[src/rtl/serial_subtractor_pkg.sv]
// Shared types for the bit-serial subtractor: FSM state encoding and default width.
package sub_pkg;

    localparam int SUB_W_DEFAULT = 8;

    typedef enum logic [1:0] {
        ST_IDLE  = 2'd0,
        ST_SHIFT = 2'd1,
        ST_DONE  = 2'd2
    } state_t;

endpackage

[src/rtl/serial_subtractor_fs.sv]
// One-bit full subtractor cell: d = a - b - bin, bout set when the column borrows.
module full_subtractor (
    input  logic a,
    input  logic b,
    input  logic bin,
    output logic d,
    output logic bout
);

    assign d    = a ^ b ^ bin;
    assign bout = (~a & b) | (~(a ^ b) & bin);

endmodule

[src/rtl/serial_subtractor.sv]
// Bit-serial a - b, LSB first through one full-subtractor cell; W cycles per result.
// start is honoured only in IDLE or DONE, so back-to-back operations cost W+1 cycles.
module serial_subtractor
    import sub_pkg::*;
#(
    parameter int W = SUB_W_DEFAULT
) (
    input  logic         clk,
    input  logic         rst,
    input  logic         start,
    input  logic [W-1:0] a,
    input  logic [W-1:0] b,
    output logic         busy,
    output logic         done,
    output logic [W-1:0] diff,
    output logic         borrow_out,
    output logic         overflow
);

    localparam int CW = $clog2(W);

    state_t         state_q, state_d;
    logic [W-1:0]   a_sr_q, a_sr_d;
    logic [W-1:0]   b_sr_q, b_sr_d;
    logic [W-1:0]   r_sr_q, r_sr_d;
    logic           borrow_q, borrow_d;
    logic [CW-1:0]  cnt_q, cnt_d;
    logic           a_msb_q, a_msb_d;
    logic           b_msb_q, b_msb_d;
    logic [W-1:0]   diff_q, diff_d;
    logic           bout_q, bout_d;
    logic           ovf_q, ovf_d;

    logic           cell_d;
    logic           cell_bout;
    logic [W-1:0]   r_shift;

    full_subtractor u_cell (
        .a    (a_sr_q[0]),
        .b    (b_sr_q[0]),
        .bin  (borrow_q),
        .d    (cell_d),
        .bout (cell_bout)
    );

    assign r_shift = {cell_d, r_sr_q[W-1:1]};

    always_comb begin
        state_d  = state_q;
        a_sr_d   = a_sr_q;
        b_sr_d   = b_sr_q;
        r_sr_d   = r_sr_q;
        borrow_d = borrow_q;
        cnt_d    = cnt_q;
        a_msb_d  = a_msb_q;
        b_msb_d  = b_msb_q;
        diff_d   = diff_q;
        bout_d   = bout_q;
        ovf_d    = ovf_q;

        case (state_q)
            ST_SHIFT: begin
                a_sr_d   = a_sr_q >> 1;
                b_sr_d   = b_sr_q >> 1;
                r_sr_d   = r_shift;
                borrow_d = cell_bout;
                if (cnt_q == CW'(W - 1)) begin
                    // Last bit: publish the result; the counter holds rather than wrapping.
                    state_d = ST_DONE;
                    diff_d  = r_shift;
                    bout_d  = cell_bout;
                    ovf_d   = (a_msb_q ^ b_msb_q) & (cell_d ^ a_msb_q);
                end else begin
                    cnt_d = cnt_q + CW'(1);
                end
            end
            ST_IDLE, ST_DONE: begin
                state_d = ST_IDLE;
                if (start) begin
                    state_d  = ST_SHIFT;
                    a_sr_d   = a;
                    b_sr_d   = b;
                    r_sr_d   = '0;
                    a_msb_d  = a[W-1];
                    b_msb_d  = b[W-1];
                    borrow_d = 1'b0;
                    cnt_d    = '0;
                end
            end
            default: state_d = ST_IDLE;
        endcase
    end

    always_ff @(posedge clk) begin
        if (rst) begin
            state_q  <= ST_IDLE;
            a_sr_q   <= '0;
            b_sr_q   <= '0;
            r_sr_q   <= '0;
            borrow_q <= 1'b0;
            cnt_q    <= '0;
            a_msb_q  <= 1'b0;
            b_msb_q  <= 1'b0;
            diff_q   <= '0;
            bout_q   <= 1'b0;
            ovf_q    <= 1'b0;
        end else begin
            state_q  <= state_d;
            a_sr_q   <= a_sr_d;
            b_sr_q   <= b_sr_d;
            r_sr_q   <= r_sr_d;
            borrow_q <= borrow_d;
            cnt_q    <= cnt_d;
            a_msb_q  <= a_msb_d;
            b_msb_q  <= b_msb_d;
            diff_q   <= diff_d;
            bout_q   <= bout_d;
            ovf_q    <= ovf_d;
        end
    end

    assign busy       = (state_q == ST_SHIFT);
    assign done       = (state_q == ST_DONE);
    assign diff       = diff_q;
    assign borrow_out = bout_q;
    assign overflow   = ovf_q;

endmodule

[config.mk]
export PLATFORM = sky130hd
export DESIGN_NAME = serial_subtractor
export DESIGN_NICKNAME = d
export VERILOG_FILES = /design/src/rtl/serial_subtractor_pkg.sv /design/src/rtl/serial_subtractor_fs.sv /design/src/rtl/serial_subtractor.sv
export SDC_FILE = /design/constraint.sdc
export NUM_CORES = 1
export LEC_CHECK = 0
export CAP_MARGIN = 20
export CORE_UTILIZATION = 45
export DETAILED_ROUTE_END_ITERATION = 10
export PLACE_DENSITY = 0.73
export SLEW_MARGIN = 15
export SYNTH_ARGS = -nofsm -noshare
export SYNTH_HDL_FRONTEND = slang
export SYNTH_SLANG_ARGS = --single-unit
[constraint.sdc]
create_clock -name clk -period 2.2 [get_ports clk]
set_clock_uncertainty 0.05 [all_clocks]
set_input_delay 0.44 -clock clk [delete_from_list [all_inputs] [get_ports clk]]
set_output_delay 0.44 -clock clk [all_outputs]
set_load 0.01 [all_outputs]
### Word level (Yosys, flattened, before mapping)

Index checks and enable logic that the tools add are counted.

| cells by class | value |
|---|---|
| equality and inequality tests | 6 |
| multiplexer cells | 14 |
| add/sub/neg operators | 1 |
| reduce and logical (&&, ||, !) cells | 7 |
| bitwise gates (word level) | 10 |

Operators with widths:

| operator | number |
|---|---|
| case mux 8 bit (2 select lines) | 3 |
| two-way mux 8 bit | 3 |
| two-way mux 3 bit | 2 |
| case mux 3 bit (2 select lines) | 1 |
| AND reduction 2 bit | 3 |
| != test 2 bit, second input constant | 2 |
| case mux 2 bit (2 select lines) | 1 |
| XOR 1 bit | 4 |
| adder 3 x 1 -> 3 bit, second input constant | 1 |
| bitwise AND 1 bit | 3 |
| == test 3 bit, second input constant | 1 |
| AND reduction 3 bit | 1 |
| == test 2 x 1 -> 1 bit, second input constant | 1 |
| == test 2 bit, second input constant | 1 |
| logical NOT 2 bit | 1 |
| two-way mux 1 bit | 2 |
| two-way mux 2 bit | 1 |
| != test 2 x 1 -> 1 bit, second input constant | 1 |
| inverter 1 bit | 2 |
| case mux 1 bit (2 select lines) | 1 |
| nonzero test 2 bit | 1 |
| OR reduction 2 bit | 1 |
| OR 1 bit | 1 |

| storage, ports and cells | value |
|---|---|
| bits of input ports | 19 |
| word-level logic and storage cells | 49 |
| register bits after elaboration | 42 |
| output and inout bits | 12 |

### Depth between registers and ports, before layout

Gate-level depths: netlist (run 1).

| depth | value |
|---|---|
| depth in word-level cells | 5 |
| mapped depth | 6 |
| depth with buffers taken out | 5 |

### Modules after synthesis

Synthesis (run 1) repeated with hierarchy kept, for this count alone.

| second synthesis, totals | value |
|---|---|
| cell total of the unflattened synthesis | 192 |
| area total of the unflattened synthesis | 1,898.1 um^2 |

By module, submodules not included:

| module | cells an instance | sequential area each (um^2) | area each (um^2) | times used |
|---|---|---|---|---|
| serial_subtractor | 188 | 820.8 | 1,866.8 | 1 |
| full_subtractor | 4 | 0.0 | 31.3 | 1 |

### Worst setup path after synthesis (run 1)

OpenSTA, ideal clock, no wires.

| path | value |
|---|---|
| path type | reg-to-reg |
| start point | register cnt_q[0] |
| end point | register cnt_q[1] |
| setup time | 0.132 ns |
| buffers on the path | 0 |
| stages on the path, launching flop included | 6 |
| required time | 2.018 ns |
| slack | 0.784 ns |
| arrival | 1.234 ns |
| path through | dfxtp_1 ha_1 ha_1 or3b_4 nand3_1 a21oi_1 |

| on the way | value |
|---|---|
| cells in the longest elaborated chain, start to end | 3 |

Ends and longest elaborated chain:

| what | RTL line | text |
|---|---|---|
| from (decl) | serial_subtractor.sv:27 | `logic [CW-1:0] cnt_q, cnt_d;` |
| from (signal assigned) | serial_subtractor.sv:113 | `cnt_q <= cnt_d;` |
| adder 3 x 1 -> 3 bit / == test 3 bit (equally long branches) | serial_subtractor.sv:74, serial_subtractor.sv:67 |  |
| two-way mux 3 bit / != test 2 bit (equally long branches) | -- |  |
| case mux 3 bit (2 select lines) / AND reduction 3 bit (equally long branches) | -- |  |

Parallel ways exist; a longest one is shown, timed or not. The select of a mux whose other input is x is not followed.
A chain may end at the register's enable or synchronous reset.

### Worst setup path in the final report (run 1)

| path | value |
|---|---|
| start point | register state_q[0] |
| end point | output port busy |

| on the way | value |
|---|---|
| cells in the longest elaborated chain, start to end | 1 |

Ends and longest elaborated chain:

| what | RTL line | text |
|---|---|---|
| from (decl) | serial_subtractor.sv:22 | `state_t state_q, state_d;` |
| from (signal assigned) | serial_subtractor.sv:108 | `state_q <= state_d;` |
| == test 2 x 1 -> 1 bit | serial_subtractor.sv:122 | `assign busy = (state_q == ST_SHIFT);` |
| to (decl) | serial_subtractor.sv:13 | `output logic busy,` |

No other way between the ends.

==> flow_metrics.py, run 1 <==
metrics = {
    "min_path": {
        "min-delay-path-class": "register to register",
    },
    "finish": {
        "stdcell_area_sq_mm": 0.00216,
        "layout_commonest_cell": "dfxtp_1",
        "final_net_count": 239,
        "layout_common_cells": "dfxtp_1, clkdlybuf4s50_1, nand2_1, a21oi_1, a211oi_1",
        "n_antenna_cell": 0,
        "flow.area_growth_from_synthesis_pct": 23.6,
        "share_of_cells_above_drive_strength_1_pct": 9.63,
    },
    "clock_network": {
        "cts.sink_count": 41,
        "postCtsResizedCells": 0,
        "post_cts_hold_buffer_count": 0,
        "cts-root-buf": "clkbuf_8",
        "cts_post_setup_buffers_inserted": 0,
        "clkLatencyLatePin_ps": 290,
        "ctsHtreeMaxLevel": 2,
        "cts_buffers": 5,
        "cts_tree": "built",
        "max-clock-path-buffers": 2,
        "worst_setup_hold_path_clk_slew_ps": 70,
    },
    "placement": {
        "dpl_worst_slack_ps": 435,
        "dp_hpwl_mm": 2.21,
        "port-buffer-count": 30,
        "place_area_sq_mm": 0.00204,
        "place_congestion": 0.751,
    },
    "setup_path": {
        "timing.critical_path.arrival_ps": 1540,
        "critical_path_peak_fanout": 12,
        "critical_path_required_ps": 1710,
        "reg2reg_setup_slack_ps": 630,
        "length_in_cells_of_the_worst_reg_to_reg_path": 5,
        "worst_path_class_setup": "register to primary output",
        "worstSetupStartpointType": "register",
        "reg2reg_from": "state_q[0]$_SDFFE_PP0P_",
        "cp-startpoint": "state_q[0]$_SDFFE_PP0P_",
        "timing.rr.end": "r_sr_q[4]$_SDFFE_PP0P_",
        "critPathCapture": "busy",
        "critical_path.endpoint_type": "primary output",
    },
    "grt": {
        "grt_antenna_before_repair": 0,
        "grt_max_degree": 42,
        "grt_overflow": 0,
        "grt_pass1_vias": 1310,
        "gr-usage-all-layers_pct": 18.4,
        "grt_pass1_wl_mm": 5.87,
    },
    "timing": {
        "fin_setup_tns_ps": 0,
        "timing_hold_violations_final": 0,
        "tightestPinTransition_ps": 440,
        "timing.final.crit_share_pct": 92.3,
        "hold-worst-slack_ps": 406,
        "layout_min_cycle_time_ps": 2030,
        "finalSetupViolations": 0,
        "final_critical_path_setup_slack_ps": 169,
        "max_clock_freq_mhz": 492,
        "drv_slew": 0,
        "timing.slew.headroom_pct": 70.7,
        "grt_setup_unrepaired": "false",
    },
    "power_and_ir_drop": {
        "pwr-share-comb_pct": 13.2,
        "leakage_uw": 0.000760,
        "power.total_uw": 1640,
        "total_switching_power_uw": 385,
        "switch_share_pct": 23.5,
        "ir_worst_vdd_mv": 0.498,
        "power_density_mw_per_mm2": 760,
        "clock_share_of_power_pct": 37.7,
        "seq_power_share_pct": 49.1,
        "power_report.internal_total_uw": 1250,
    },
    "synth": {
        "synth.ff_latch_count": 41,
        "synth_top_cell_by_area": "dfxtp_1",
        "yosys.area_share.xor_xnor_pct": 0,
        "ys_top_cells_by_area": "dfxtp_1, mux2i_1, a21oi_1",
        "number_of_instances_in_the_synthesized_netlist": 190,
        "simple_gate_fraction_of_synth_area_pct": 20.9,
        "synth.distinct_cells": 29,
        "syn-mean-instance-area_sq_um": 9.19,
        "synth-seq-area-share_pct": 47.0,
        "yosys.area_share.adder_pct": 2.58,
        "synth.net_count": 212,
        "syn_area_sq_mm": 0.00175,
        "ys.warnings.count": 0,
        "synth_top_family_by_area": "simple AND/OR/NAND/NOR gates",
        "synth_compound_gate_area_share_pct": 14.5,
        "yosysTopAreaCellShare_pct": 47.0,
        "muxShareOfSynthArea_pct": 8.02,
    },
    "outcome": {
        "outcome": "complete, no violations",
    },
    "flow_run": {
        "cap_violations": 0,
    },
    "route": {
        "vias": 1392,
        "via_per_inst": 5.23,
        "detail_route.first_pass.iterations": 4,
        "final_antenna_net_count": 0,
        "remaining_drc_errors": 0,
        "drt_first_iter_violations": 69,
        "detail_route.wirelength_mm": 3.37,
        "routedWlPerCell_um": 12.7,
    },
    "die": {
        "start_util_pct": 47.4,
        "floorplan.die_area_sq_mm": 0.00413,
        "boundaryPins": 31,
        "core_area_sq_mm": 0.00369,
        "fp-row-count": 22,
        "fp.dieW_um": 64.3,
        "die-height_um": 64.3,
    },
}
==> sequential cells by signal, indices dropped and copies added (netlist names) <==
register,cells
a_sr_q,8
b_sr_q,8
diff,8
r_sr_q,7
cnt_q,3
state_q,2
a_msb_q,1
b_msb_q,1
borrow_out,1
borrow_q,1
overflow,1
==> synthesized netlist by cell type (all sizes together) <==
cell type / count
a211oi: 16
nand2b: 4
nor2b: 2
a21oi: 25
buf: 10
nand3: 13
inv: 3
nand2: 30
and3b: 1
or3b: 1
dfxtp: 41
nor3: 14
clkbuf: 6
fa: 1
mux2i: 14
nor3b: 1
ha: 2
nor2: 4
nand3b: 2
==> area by class of cell <==
type / instances / area, sq um
Sequential cell: 41 / 821
Fill cell: 349 / 1530
Clock buffer: 7 / 86.3
Tap cell: 48 / 60.1
Multi-Input combinational cell: 130 / 805
Clock inverter: 1 / 30.0
Inverter: 3 / 11.3
Timing Repair Buffer: 36 / 345
==> how the worst min path moves through the flow <==
stage,start,end,depth (start not counted)
2_1_floorplan,r_sr_q[1]$_SDFFE_PP0P_,diff[0]$_SDFFE_PP0P_,2
3_3_place_gp,diff[1]$_SDFFE_PP0P_,diff[1]$_SDFFE_PP0P_,2
3_5_place_dp,diff[5]$_SDFFE_PP0P_,diff[5]$_SDFFE_PP0P_,2
4_1_cts,diff[5]$_SDFFE_PP0P_,diff[5]$_SDFFE_PP0P_,2
5_1_grt,diff[3]$_SDFFE_PP0P_,diff[3]$_SDFFE_PP0P_,2
6_report,diff[0]$_SDFFE_PP0P_,diff[0]$_SDFFE_PP0P_,2
==> kinds of logic after synthesis <==
family	count (synthesis)
simple gates	72
compound gates	41
flops	41
buf+inv	19
mux	14
fa+ha+maj	3
==> power by group through the flow <==
stage,Sequential (uW),Combinational [uW],Clock (uW)
2_1_floorplan,815,162,0
3_3_place_gp,822,214,0
3_5_place_dp,823,216,0
4_1_cts,805,219,636
5_1_grt,810,238,662
6_report,805,217,618
==> worst max-delay path: stages (launching register included) <==
cell and delay, ps:
dfxtp_1 460, nand2b_4 160, inv_1 100, clkdlybuf4s50_1 540
==> per-layer routing <==
layer | track usage (%) | up-vias | wire, um
met5 | 0 | - | 0
met4 | 9.17 | 0 | 31
met3 | 3.93 | 3 | 119
met2 | 30.0 | 21 | 1580
met1 | 22.8 | 649 | 1640
li1 | - | 719 | -
==> metrics by stage <==
step | utilization, % | std cells
6_report | 58.5 | 266
5_1_grt | 58.5 | 266
4_1_cts | 58.5 | 266
3_5_place_dp | 55.4 | 258
3_3_place_gp | 55.4 | 258
2_1_floorplan | - | 190
Note: power is estimated with default switching activity, not from simulation.
==> run 2: changes to the inputs <==
CORE_MARGIN = 5   (was not set)
CTS_CLUSTER_DIAMETER = 80   (was not set)
GPL_ROUTABILITY_DRIVEN = 0   (was not set)
==> run 2 against run 1 <==
  * Cell count fell by 0.38%
  * Critical endpoint unchanged
  * Combinational power fell by 2%
  * Setup slack got worse by 34 ps
  * First-iteration DRC count rose by 8.7%
  * Clock power rose by 0.8%
  * Register-to-register slack got worse by 120 ps
  * Sequential power barely moved
  * Routed wire length rose by 2.5%
  * Critical path type unchanged
  * Die area rose by 26%
==> flow_metrics.py, run 2 (synthesis results as in run 1) <==
metrics = {
    "grt": {
        "grtUsageMet2_pct": 23.9,
        "grt.met3_usage_pct": 5.12,
        "grt_pass1_vias": 1294,
        "grt_pass1_wl_mm": 5.89,
        "grt_overflow": 0,
        "grt_antenna_before_repair": 0,
        "gr-usage-all-layers_pct": 14.5,
        "globalRoute.busiestLayer": "met2",
        "grt.met1_usage_pct": 17.1,
        "grt_max_degree": 42,
    },
    "finish": {
        "n_antenna_cell": 0,
        "finalCoreUtilization_pct": 58.0,
        "final_net_count": 238,
        "flow.area_growth_from_synthesis_pct": 23.4,
        "share_of_cells_above_drive_strength_1_pct": 9.68,
        "layout_commonest_cell": "dfxtp_1",
        "fillCellCount": 325,
        "layout_common_cells": "dfxtp_1, clkdlybuf4s50_1, nand2_1, a21oi_1, a211oi_1",
    },
    "route": {
        "detail_route.wirelength_mm": 3.45,
        "via_per_inst": 5.15,
        "drt_first_iter_violations": 75,
        "detail_route.first_pass.iterations": 4,
        "remaining_drc_errors": 0,
        "routedWlPerCell_um": 13.0,
        "vias": 1365,
        "final_antenna_net_count": 0,
    },
    "clock_network": {
        "ctsHtreeMaxLevel": 2,
        "cts_buffers": 5,
        "cts_post_setup_buffers_inserted": 0,
        "cts_tree": "built",
        "postCtsResizedCells": 0,
        "cts.sink_count": 41,
        "worst_setup_hold_path_clk_slew_ps": 80,
        "max-clock-path-buffers": 2,
        "clkLatencyLatePin_ps": 290,
        "cts-root-buf": "clkbuf_8",
        "post_cts_hold_buffer_count": 0,
    },
    "die": {
        "floorplan.die_area_sq_mm": 0.00523,
        "core_area_sq_mm": 0.00372,
        "fp.dieW_um": 72.3,
        "die-height_um": 72.3,
        "boundaryPins": 31,
        "fp-row-count": 22,
        "start_util_pct": 47.0,
    },
    "power_and_ir_drop": {
        "ir_worst_vdd_mv": 0.349,
        "total_switching_power_uw": 389,
        "power_report.internal_total_uw": 1250,
        "seq_power_share_pct": 49.1,
        "pwr-share-comb_pct": 12.9,
        "switch_share_pct": 23.7,
        "power_density_mw_per_mm2": 761,
        "clock_share_of_power_pct": 38.0,
        "leakage_uw": 0.000754,
    },
    "timing": {
        "tightestPinTransition_ps": 434,
        "timing.slew.headroom_pct": 71.1,
        "fin_setup_tns_ps": 0,
        "max_clock_freq_mhz": 484,
        "hold-worst-slack_ps": 403,
        "grt_setup_unrepaired": "false",
        "finalSetupViolations": 0,
        "timing_hold_violations_final": 0,
        "timing.final.crit_share_pct": 93.8,
        "drv_slew": 0,
        "layout_min_cycle_time_ps": 2060,
    },
    "setup_path": {
        "timing.rr.end": "r_sr_q[7]$_SDFFE_PP0P_",
        "worst_path_class_setup": "register to primary output",
        "ordered_cell_list_for_the_critical_path": "nand2b_4 > inv_1 > clkdlybuf4s50_1",
        "critical_path_required_ps": 1710,
        "slowest_delay_ps": 540,
        "critical_path_peak_fanout": 12,
        "worstSetupStartpointType": "register",
        "reg2reg_setup_slack_ps": 510,
        "slowest_stage": "clkdlybuf4s50_1",
        "length_in_cells_of_the_worst_reg_to_reg_path": 5,
        "timing.critical_path.arrival_ps": 1570,
        "reg2reg_from": "state_q[0]$_SDFFE_PP0P_",
        "critical_path.endpoint_type": "primary output",
    },
    "outcome": {
        "outcome": "complete, no violations",
    },
    "placement": {
        "dp_hpwl_mm": 2.32,
        "port-buffer-count": 30,
    },
    "min_path": {
        "holdPathStages": 2,
        "hp-start": "diff[6]$_SDFFE_PP0P_",
        "whs_endpoint": "diff[6]$_SDFFE_PP0P_",
        "min-delay-path-class": "register to register",
    },
    "flow_run": {
        "cap_violations": 0,
    },
}
run 2: changes by cell type in the layout (fill, tap and decap cells not counted), sizes merged:
| cell | previous run | this run |
|---|---|---|
| clkinvlp | 0 | 1 |
| clkbuf | 7 | 6 |
| buf | 6 | 5 |
run 2: how the worst max path moves through the flow:
stage | cells after the start | slack [ps] | from | to
global route | 3 | 50 | state_q[0]$_SDFFE_PP0P_ | busy
detailed placement | 3 | 450 | state_q[0]$_SDFFE_PP0P_ | busy
finish | 3 | 140 | state_q[0]$_SDFFE_PP0P_ | busy
floorplan | 5 | 780 | cnt_q[0]$_SDFFE_PP0P_ | cnt_q[1]$_SDFFE_PP0P_
global placement | 3 | 480 | state_q[0]$_SDFFE_PP0P_ | busy
CTS | 3 | 120 | state_q[0]$_SDFFE_PP0P_ | busy
run 2: critical path, delay by kind of cell, from the launching register on:
| family | cells | cell delay, ps |
|---|---|---|
| AND/OR/NAND/NOR | 1 | 160 |
| flip-flops | 1 | 480 |
| buffers and inverters | 2 | 640 |
run 2: area by class of cell:
class	count	area, sq um	area share [%]
flip-flops and latches	41	821	38.1
clock buffers	6	82.6	3.83
repair buffers	35	338	15.7
well taps	48	60.1	2.79
inverters	3	11.3	0.523
clock inverters	2	37.5	1.74
multi-input cells	130	805	37.3
run 2: power groups by stage:
stage / logic [uW] / clock network, uW / registers, uW
after global placement: 210 / 0 / 822
final: 212 / 623 / 805
after detailed placement: 212 / 0 / 823
after global routing: 235 / 667 / 810
after floorplan: 162 / 0 / 815
after CTS: 214 / 638 / 805
run 2: routing by layer:
metal | vias up | wire, um
met2 | 26 | 1620
met4 | 0 | 68
li1 | 717 | -
met3 | 5 | 167
met1 | 617 | 1600
met5 | - | 0
run 2: through the flow:
step	std cells	setup slack (ps)	power, uW	cell area [sq um]
after detailed placement	257	449	1030	2030
after global routing	265	47.4	1710	2150
after floorplan	190	784	977	1750
after global placement	257	482	1030	2030
final	265	136	1640	2150
after CTS	265	119	1660	2150
==> run 3: changes to the inputs <==
SLEW_MARGIN = 30   (was 15)
clock period = 1.9 ns   (was 2.2 ns; I/O delays follow)
==> run 3 against run 2 <==
  * Via count increased by 0.29%
  * Setup slack worse by 57 ps
  * Cell area shrank 0.81%
  * Register-to-register slack got worse by 180 ps
  * Sequential cell count did not move
  * Total power increased by 5.6%
  * Utilization is 0.47 points lower
  * Count of clock-buffer cells in the layout rose by 2
  * Critical endpoint unchanged
  * Combinational power grew 18%
  * Die area is the same
  * Worst hold slack about the same
  * First-iteration DRC count grew 33%
==> flow_metrics.py, run 3 (synthesis results as in run 1) <==
metrics = {
    "finish": {
        "layout_common_cells": "dfxtp_1, clkdlybuf4s50_1, nand2_1, a21oi_1, a211oi_1",
        "footprint_of_the_multi_input_gates_sq_um": 805,
        "ff_latch_area_sq_um": 823,
        "n_antenna_cell": 0,
        "stdcell_area_sq_mm": 0.00214,
        "final_net_count": 239,
        "fillCellCount": 354,
        "flow.area_growth_from_synthesis_pct": 22.3,
        "share_of_cells_above_drive_strength_1_pct": 9.63,
        "layout_commonest_cell": "dfxtp_1",
    },
    "min_path": {
        "hp-start": "diff[0]$_SDFFE_PP0P_",
        "holdPathStages": 2,
        "whs_endpoint": "diff[0]$_SDFFE_PP0P_",
        "min-delay-path-class": "register to register",
    },
    "die": {
        "fp.dieW_um": 72.3,
        "boundaryPins": 31,
        "die-height_um": 72.3,
        "floorplan.die_area_sq_mm": 0.00523,
        "core_area_sq_mm": 0.00372,
        "start_util_pct": 47.0,
        "fp-row-count": 22,
    },
    "placement": {
        "port-buffer-count": 30,
        "place_area_sq_mm": 0.00205,
        "dp_hpwl_mm": 2.33,
    },
    "setup_path": {
        "ordered_cell_list_for_the_critical_path": "nand2b_4 > inv_1 > clkdlybuf4s50_1",
        "reg2reg_from": "state_q[0]$_SDFFE_PP0P_",
        "timing.critical_path.arrival_ps": 1390,
        "critical_path.endpoint_type": "primary output",
        "path_delay_family": "buffers and inverters",
        "worst_path_class_setup": "register to primary output",
        "length_in_cells_of_the_worst_reg_to_reg_path": 5,
        "worstSetupStartpointType": "register",
        "slowest_stage": "clkdlybuf4s50_1",
        "timing.rr.end": "cnt_q[2]$_SDFFE_PP0P_",
        "reg2reg_setup_slack_ps": 330,
        "cp.buffers_inverters": 2,
        "slowest_delay_ps": 550,
        "critical_path_peak_fanout": 6,
        "critical_path_required_ps": 1470,
    },
    "power_and_ir_drop": {
        "power_density_mw_per_mm2": 810,
        "power_report.internal_total_uw": 1290,
        "total_switching_power_uw": 443,
        "switch_share_pct": 25.6,
        "seq_power_share_pct": 53.9,
        "pwr-share-comb_pct": 14.5,
        "ir_worst_vdd_mv": 0.385,
        "clock_share_of_power_pct": 31.6,
        "leakage_uw": 0.000746,
    },
    "timing": {
        "hold-worst-slack_ps": 403,
        "drv_slew": 0,
        "timing.slew.headroom_pct": 72.2,
        "timing.final.crit_share_pct": 95.9,
        "grt_setup_unrepaired": "false",
        "tightestPinTransition_ps": 417,
        "finalSetupViolations": 0,
        "timing_hold_violations_final": 0,
        "fin_setup_tns_ps": 0,
        "layout_min_cycle_time_ps": 1820,
        "max_clock_freq_mhz": 549,
    },
    "grt": {
        "grt_max_degree": 42,
        "grt_pass1_wl_mm": 5.82,
        "grt_antenna_before_repair": 0,
        "grt_overflow": 0,
        "gr-usage-all-layers_pct": 14.5,
        "grt_pass1_vias": 1287,
    },
    "route": {
        "vias": 1369,
        "routedWlPerCell_um": 12.9,
        "final_antenna_net_count": 0,
        "detail_route.first_pass.iterations": 4,
        "detail_route.wirelength_mm": 3.43,
        "remaining_drc_errors": 0,
        "via_per_inst": 5.15,
        "drt_first_iter_violations": 100,
    },
    "clock_network": {
        "cts_buffers": 5,
        "post_cts_hold_buffer_count": 0,
        "cts_post_setup_buffers_inserted": 0,
        "cts_tree": "built",
        "ctsHtreeMaxLevel": 2,
        "max-clock-path-buffers": 2,
        "cts-root-buf": "clkbuf_8",
        "cts.sink_count": 41,
        "clkLatencyLatePin_ps": 290,
        "worst_setup_hold_path_clk_slew_ps": 70,
    },
    "outcome": {
        "outcome": "complete, no violations",
    },
    "flow_run": {
        "cap_violations": 0,
    },
}
[run 3: changes by cell type in the layout (fill, tap and decap cells not counted), sizes merged]
| cell | previous run | this run |
|---|---|---|
| clkbuf | 6 | 8 |
| buf | 5 | 6 |
| clkinvlp | 1 | 0 |
| bufinv | 1 | 0 |
[run 3: repair_timing]
action,in CTS,in global routing
endpoints found under the setup margin,1,2
gates resized for setup,1,1
endpoints found under the hold margin,0,0
[run 3: worst max path at each step]
stage,start,end,cells after the start
global route,state_q[1]$_SDFFE_PP0P_,busy,3
finish,state_q[1]$_SDFFE_PP0P_,busy,3
CTS,state_q[1]$_SDFFE_PP0P_,done,2
detailed placement,start,a_sr_q[4]$_SDFFE_PP0P_,5
global placement,start,a_sr_q[2]$_SDFFE_PP0P_,5
floorplan,cnt_q[0]$_SDFFE_PP0P_,cnt_q[1]$_SDFFE_PP0P_,5
[run 3: worst min-delay path: stages, from the launching register on]
cell,delay [ps]
dfxtp_1,310
nand2_1,50
a21oi_1,50
[run 3: final cells by class]
cell class,count,share of cell area (%)
flip-flops and latches,41,38.5
multi-input cells,130,37.6
repair buffers,36,16.7
clock buffers,8,3.75
well taps,48,2.81
inverters,3,0.527
[run 3: power by group through the flow]
stage	clock network (uW)	registers (uW)	logic [uW]
2_1_floorplan	0	944	188
3_3_place_gp	0	951	249
3_5_place_dp	0	952	253
4_1_cts	559	933	254
5_1_grt	596	938	280
6_report	547	933	251
[run 3: through the flow]
stage	utilization [%]	instances	setup WS [ps]	total power, uW
after detailed placement	55.3	258	248	1200
final	57.5	266	78.6	1730
after CTS	57.5	266	29.6	1750
after floorplan	-	190	484	1130
after global routing	57.5	266	0.521	1810
after global placement	55.3	258	288	1200
[run 3: layer usage]
layer	part of all wire [%]	vias to the layer above	track usage (%)
met5	0	-	0
met4	1.3	0	6.89
met3	4.6	5	4.99
met2	47	24	22.3
met1	47	628	18.1
li1	-	712	-
